## src/rtl/dmem_arbiter.sv

```systemverilog
// Two-port round-robin arbiter and sequencer in front of the single data-memory port.
// Each transaction is accept -> ACCESS (memory strobe) -> RESP (one-cycle response pulse).

module dmem_arb_classify #(
  parameter int          MEM_BYTES = 131072,
  parameter logic [31:0] MMIO_ADDR = 32'hFFFF0000
) (
  input  logic [31:0] addr_i,
  output logic        is_mmio_o,
  output logic        is_err_o
);
  localparam logic [31:0] MAX_WORD = 32'(MEM_BYTES - 4);

  assign is_mmio_o = (addr_i == MMIO_ADDR);
  assign is_err_o  = !is_mmio_o && ((addr_i[1:0] != 2'b00) || (addr_i > MAX_WORD));
endmodule

module dmem_arbiter #(
  parameter int          MEM_BYTES = 131072,
  parameter logic [31:0] MMIO_ADDR = 32'hFFFF0000
) (
  input  logic        clk,
  input  logic        reset,
  input  logic        p0_req,
  input  logic        p0_we,
  input  logic [31:0] p0_addr,
  input  logic [31:0] p0_wdata,
  output logic        p0_gnt,
  output logic        p0_rsp_valid,
  output logic [31:0] p0_rsp_rdata,
  output logic        p0_rsp_err,
  input  logic        p1_req,
  input  logic        p1_we,
  input  logic [31:0] p1_addr,
  input  logic [31:0] p1_wdata,
  output logic        p1_gnt,
  output logic        p1_rsp_valid,
  output logic [31:0] p1_rsp_rdata,
  output logic        p1_rsp_err,
  output logic        mem_write,
  output logic        mem_read,
  output logic [31:0] mem_address,
  output logic [31:0] mem_write_data,
  input  logic [31:0] mem_read_data,
  output logic        busy
);
  localparam int NUM_PORTS = 2;

  typedef enum logic [1:0] {IDLE, ACCESS, RESP} state_e;
  typedef enum logic [1:0] {CLS_OK, CLS_MMIO, CLS_ERR} cls_e;

  typedef struct packed {
    logic        port;
    logic        we;
    logic [31:0] addr;
    logic [31:0] wdata;
    cls_e        cls;
  } txn_t;

  state_e state_q, state_d;
  txn_t   txn_q, txn_d;
  logic   last_q, last_d;
  logic [31:0] rdata_q, rdata_d;
  logic        err_q, err_d;

  logic [NUM_PORTS-1:0]       req, we, mmio, err;
  logic [NUM_PORTS-1:0][31:0] addr, wdata;
  logic [NUM_PORTS-1:0]       gnt, rsp_v;
  logic [NUM_PORTS-1:0][31:0] rsp_rd;
  logic [NUM_PORTS-1:0]       rsp_e;

  assign req   = {p1_req, p0_req};
  assign we    = {p1_we, p0_we};
  assign addr  = {p1_addr, p0_addr};
  assign wdata = {p1_wdata, p0_wdata};

  genvar g;
  generate
    for (g = 0; g < NUM_PORTS; g++) begin : g_port
      dmem_arb_classify #(.MEM_BYTES(MEM_BYTES), .MMIO_ADDR(MMIO_ADDR)) u_cls (
        .addr_i   (addr[g]),
        .is_mmio_o(mmio[g]),
        .is_err_o (err[g])
      );
      assign rsp_v[g]  = !reset && (state_q == RESP) && (txn_q.port == 1'(g));
      assign rsp_rd[g] = rsp_v[g] ? rdata_q : 32'h0;
      assign rsp_e[g]  = rsp_v[g] && err_q;
    end
  endgenerate

  // Arbitration is open outside ACCESS; on a tie the port not granted last wins.
  logic open_w, win, accept;
  assign open_w = !reset && (state_q != ACCESS);
  assign win    = (req[0] && req[1]) ? ~last_q : req[1];
  assign accept = open_w && (|req);
  assign gnt    = {accept && win, accept && !win};

  always_comb begin
    state_d = state_q;
    txn_d   = txn_q;
    last_d  = last_q;
    rdata_d = rdata_q;
    err_d   = err_q;
    if (accept) begin
      txn_d.port  = win;
      txn_d.we    = we[win];
      txn_d.addr  = addr[win];
      txn_d.wdata = wdata[win];
      txn_d.cls   = mmio[win] ? CLS_MMIO : (err[win] ? CLS_ERR : CLS_OK);
      last_d      = win;
    end
    case (state_q)
      IDLE:   if (accept) state_d = ACCESS;
      ACCESS: begin
        state_d = RESP;
        rdata_d = (txn_q.cls == CLS_OK && !txn_q.we) ? mem_read_data : 32'h0;
        err_d   = (txn_q.cls == CLS_ERR);
      end
      RESP:   state_d = accept ? ACCESS : IDLE;
      default: state_d = IDLE;
    endcase
  end

  always_ff @(posedge clk) begin
    if (reset) begin
      state_q <= IDLE;
      txn_q   <= '{port: 1'b0, we: 1'b0, addr: 32'h0, wdata: 32'h0, cls: CLS_OK};
      last_q  <= 1'b1;
      rdata_q <= 32'h0;
      err_q   <= 1'b0;
    end else begin
      state_q <= state_d;
      txn_q   <= txn_d;
      last_q  <= last_d;
      rdata_q <= rdata_d;
      err_q   <= err_d;
    end
  end

  // Every output is forced low while reset is high so an in-flight write never commits.
  logic in_access;
  assign in_access      = !reset && (state_q == ACCESS);
  assign mem_read       = in_access && (txn_q.cls == CLS_OK) && !txn_q.we;
  assign mem_write      = in_access && (txn_q.cls != CLS_ERR) && txn_q.we;
  assign mem_address    = in_access ? txn_q.addr : 32'h0;
  assign mem_write_data = in_access ? txn_q.wdata : 32'h0;
  assign busy           = !reset && (state_q != IDLE);

  assign p0_gnt       = gnt[0];
  assign p1_gnt       = gnt[1];
  assign p0_rsp_valid = rsp_v[0];
  assign p1_rsp_valid = rsp_v[1];
  assign p0_rsp_rdata = rsp_rd[0];
  assign p1_rsp_rdata = rsp_rd[1];
  assign p0_rsp_err   = rsp_e[0];
  assign p1_rsp_err   = rsp_e[1];
endmodule

```

## config.mk

```make
export PLATFORM = sky130hd
export DESIGN_NAME = dmem_arbiter
export DESIGN_NICKNAME = d
export VERILOG_FILES = /design/src/rtl/dmem_arbiter.sv
export SDC_FILE = /design/constraint.sdc
export NUM_CORES = 1
export LEC_CHECK = 0
export ABC_AREA = 1
export CAP_MARGIN = 20
export CORE_MARGIN = 3
export CORE_UTILIZATION = 39
export CTS_CLUSTER_DIAMETER = 120
export CTS_CLUSTER_SIZE = 28
export DETAILED_ROUTE_END_ITERATION = 12
export PLACE_DENSITY = 0.91
export SYNTH_ARGS = -nofsm -noshare
export SYNTH_HDL_FRONTEND = slang
export SYNTH_SLANG_ARGS = --single-unit
```

## constraint.sdc

```tcl
create_clock -name clk -period 1.7 [get_ports clk]
set_clock_uncertainty 0.2 [all_clocks]
set_input_delay 0.255 -clock clk [delete_from_list [all_inputs] [get_ports clk]]
set_output_delay 0.255 -clock clk [all_outputs]
set_load 0.01 [all_outputs]
```

==> reports/results.ini <==
[placed_design]
dp_cells = 1324
dp_hpwl_um = 15500
place.gp.congestion = 0.856
port_buffers = 302

[critical_path]
arrival_ns = 1.59
worst_setup_path_start_kind = flip-flop
cp_max_fo = 16
critPathMostFrequentCell = inv_4
required_ns = 1.24
worstPathCellList = inv_4, nand3_4, nor2_4, inv_4, clkbuf_16, nor2_1, buf_4
worstSetupPathType = reg -> out
end_kind = output port
critPathMaxStageDelay_ns = 0.38
cp_slowest_cell = dfxtp_4

[floorplanning]
std_cell_rows = 41
die_area_mm2 = 0.0149
die_x_um = 122
coreArea_mm2 = 0.0129
die_h_um = 122
initial_utilization_pct = 40.8
ios = 303

[yosys]
ys_warn_count = 0
syn_area_per_cell_um2 = 6.18
yosysTopAreaCell = dfxtp_1
ys_ff_latch = 104
synthCells = 850
yosysTopAreaCellShare_pct = 39.7
synth.net_count = 1016
syn_area_mm2 = 0.00525
synth_area_leaders = dfxtp_1 40%, nand2_1 19%, nor2_1 12%
synth_cell_type_count = 26
ys_seq_area_share_pct = 39.7

[sta]
setup_violations = 236
max_slew_margin_pct = 62.7
rsz0062_at_grt = true
min_period_over_period_pct = 120
fin_crit_ns = 2.04
finalHoldViolCount = 0
setup_tns_ns = -40.80
fin_ws_ns = -0.340
tightest_slew_ns = 0.559
slew_violations = 0
max_freq_ghz = 0.490

[route]
dr.pass1.iters = 6
num_vias = 6932
drcViolationCount = 0
drt-initial-drc-count = 467
routed_wl_um = 24300
routedWlPerCell_um = 17.7
routed_via_density = 5.05
ant_nets = 0

[pwr]
switching_power_mw = 1.74
p_clk_share_pct = 35.4
p_leak_nw = 3.87
power_density_mw_per_mm2 = 678
internal-power_mw = 4.73
ir_drop_v = 0.000440
p_sw_share_pct = 26.9
seq_power_share_pct = 41.5
combPwrFrac_pct = 23.1

[final_layout]
finalCoreUtilization_pct = 74.1
final_nets = 1363
finalNonFillerCells = 1374
area_growth_pct = 81.8
drive_gt1_share_pct = 25.0
num_antenna_cells = 0

[grt]
grt_usage_pct = 29.7
overflow = 0
first_global_vias = 6701
grt_max_degree = 50
antenna_found_initial = 0
grt_pass1_wl_um = 34300

[cts]
cts_buffers = 9
path_clk_slew_ns = 0.07
cts.sinks = 104
tritoncts = done
ctsHoldBuffers = 0
clk_latency_ns = 0.34
clk_path_buf_depth = 2
root_buffer = clkbuf_16
htree_num_levels = 3

[status]
outcome = finished, violations left
violations = negative setup slack

[hold_path]
hp-class = in -> reg

[run]
drv_cap = 0

worst max-delay path: cells and delay by family (launching register included):
kind                   cells  cell delay [ns]
buffers and inverters      4             0.50
flip-flops                 1             0.38
AND/OR/NAND/NOR            3             0.35
worst paths after layout:
check	from	endpoint	slack, ns	cells past startpoint
setup / recovery	state_q[0]$_SDFFE_PP0P_	p1_rsp_rdata[30]	-0.34	7
hold / removal	reset	last_q$_SDFFE_PP1P_	0.19	4
setup reg to reg	state_q[1]$_SDFFE_PP0P_	txn_q[6]$_SDFFE_PP0P_	-0.21	12
hold reg to reg	txn_q[31]$_SDFFE_PP0P_	txn_q[31]$_SDFFE_PP0P_	0.29	2
synthesized netlist by cell type, drive strengths merged:
master  instances
nand3b          2
clkinv          1
and2            2
inv           129
o21ai          35
nand3           8
o31ai           1
buf            30
nor3            5
nand4           2
a31oi          65
nor2          174
a21oi           2
clkbuf         17
dfxtp         104
nand2         273
kinds of logic after synthesis:
logic type             Yosys count  share of synthesized area, %
buffers and inverters          177                          14.3
flip-flops                     104                          39.7
AND/OR/NAND/NOR                466                          34.6
AO/OA/AOI/OAI                  103                          11.4
layout make-up:
type | instances | area (um^2)
fillers | 968 | 3330
flip-flops and latches | 104 | 2090
well taps | 172 | 215
multi-input cells | 569 | 2680
clock buffers | 10 | 239
inverters | 130 | 504
clock inverters | 6 | 92.6
repair buffers | 383 | 3730
layer usage:
| layer | up-vias | wire length [um] | global-route usage [%] |
|---|---|---|---|
| li1 | 3287 | - | - |
| met5 | - | 0 | 0 |
| met1 | 3143 | 8270 | 31.1 |
| met4 | 0 | 1120 | 14.1 |
| met2 | 417 | 12500 | 54.3 |
| met3 | 85 | 2500 | 8.59 |
flip-flops by register name (all words and copies together), names as in the netlist:
name,cells
txn_q,68
rdata_q,32
state_q,2
err_q,1
last_q,1
power groups by stage:
stage | Sequential (mW) | Clock, mW | Combinational (mW)
2_1_floorplan | 2.71 | 0 | 0.518
3_3_place_gp | 2.72 | 0 | 1.17
3_5_place_dp | 2.73 | 0 | 1.19
4_1_cts | 2.68 | 2.32 | 1.43
5_1_grt | 2.70 | 2.39 | 1.60
6_report | 2.68 | 2.29 | 1.50
cells in the final DEF (no fill, tap or decap), types with 5 or more instances in the layout:
master           netlist  routed
buf_2                 12      93
dfxtp_1              104     102
nand3_1                8       7
a31oi_1               65      64
buf_4                  4      44
nor3_1                 5       5
nor2_2                 1      24
nor2_1               171     127
buf_6                  7      29
clkdlybuf4s15_2        0      20
nand2_1              272     267
buf_16                 0      12
clkbuf_16              0      13
inv_1                126     121
buf_12                 0      12
clkdlybuf4s50_1        0     164
o21ai_0               35      35
nor2_4                 1      22
stage by stage:
step           setup slack (ns)  cell area (um^2)  power, mW  hold WS [ns]
2_1_floorplan          -0.00136              5250       3.22         0.168
3_3_place_gp             -0.565              8660       3.89         0.274
3_5_place_dp             -0.706              8660       3.92         0.280
4_1_cts                  -0.384              9470       6.43         0.154
5_1_grt                  -0.394              9540       6.69         0.204
6_report                 -0.340              9540       6.47         0.186
what timing repair did:
item | 4_1_cts | 5_1_grt
gates resized for setup | 541 | 133
cloned | 12 | 4
endpoints found under the setup margin | 238 | 238
setup buffers | 16 | 2
pin swaps | 12 | 4
No activity file was read; power rests on OpenSTA's default activity.
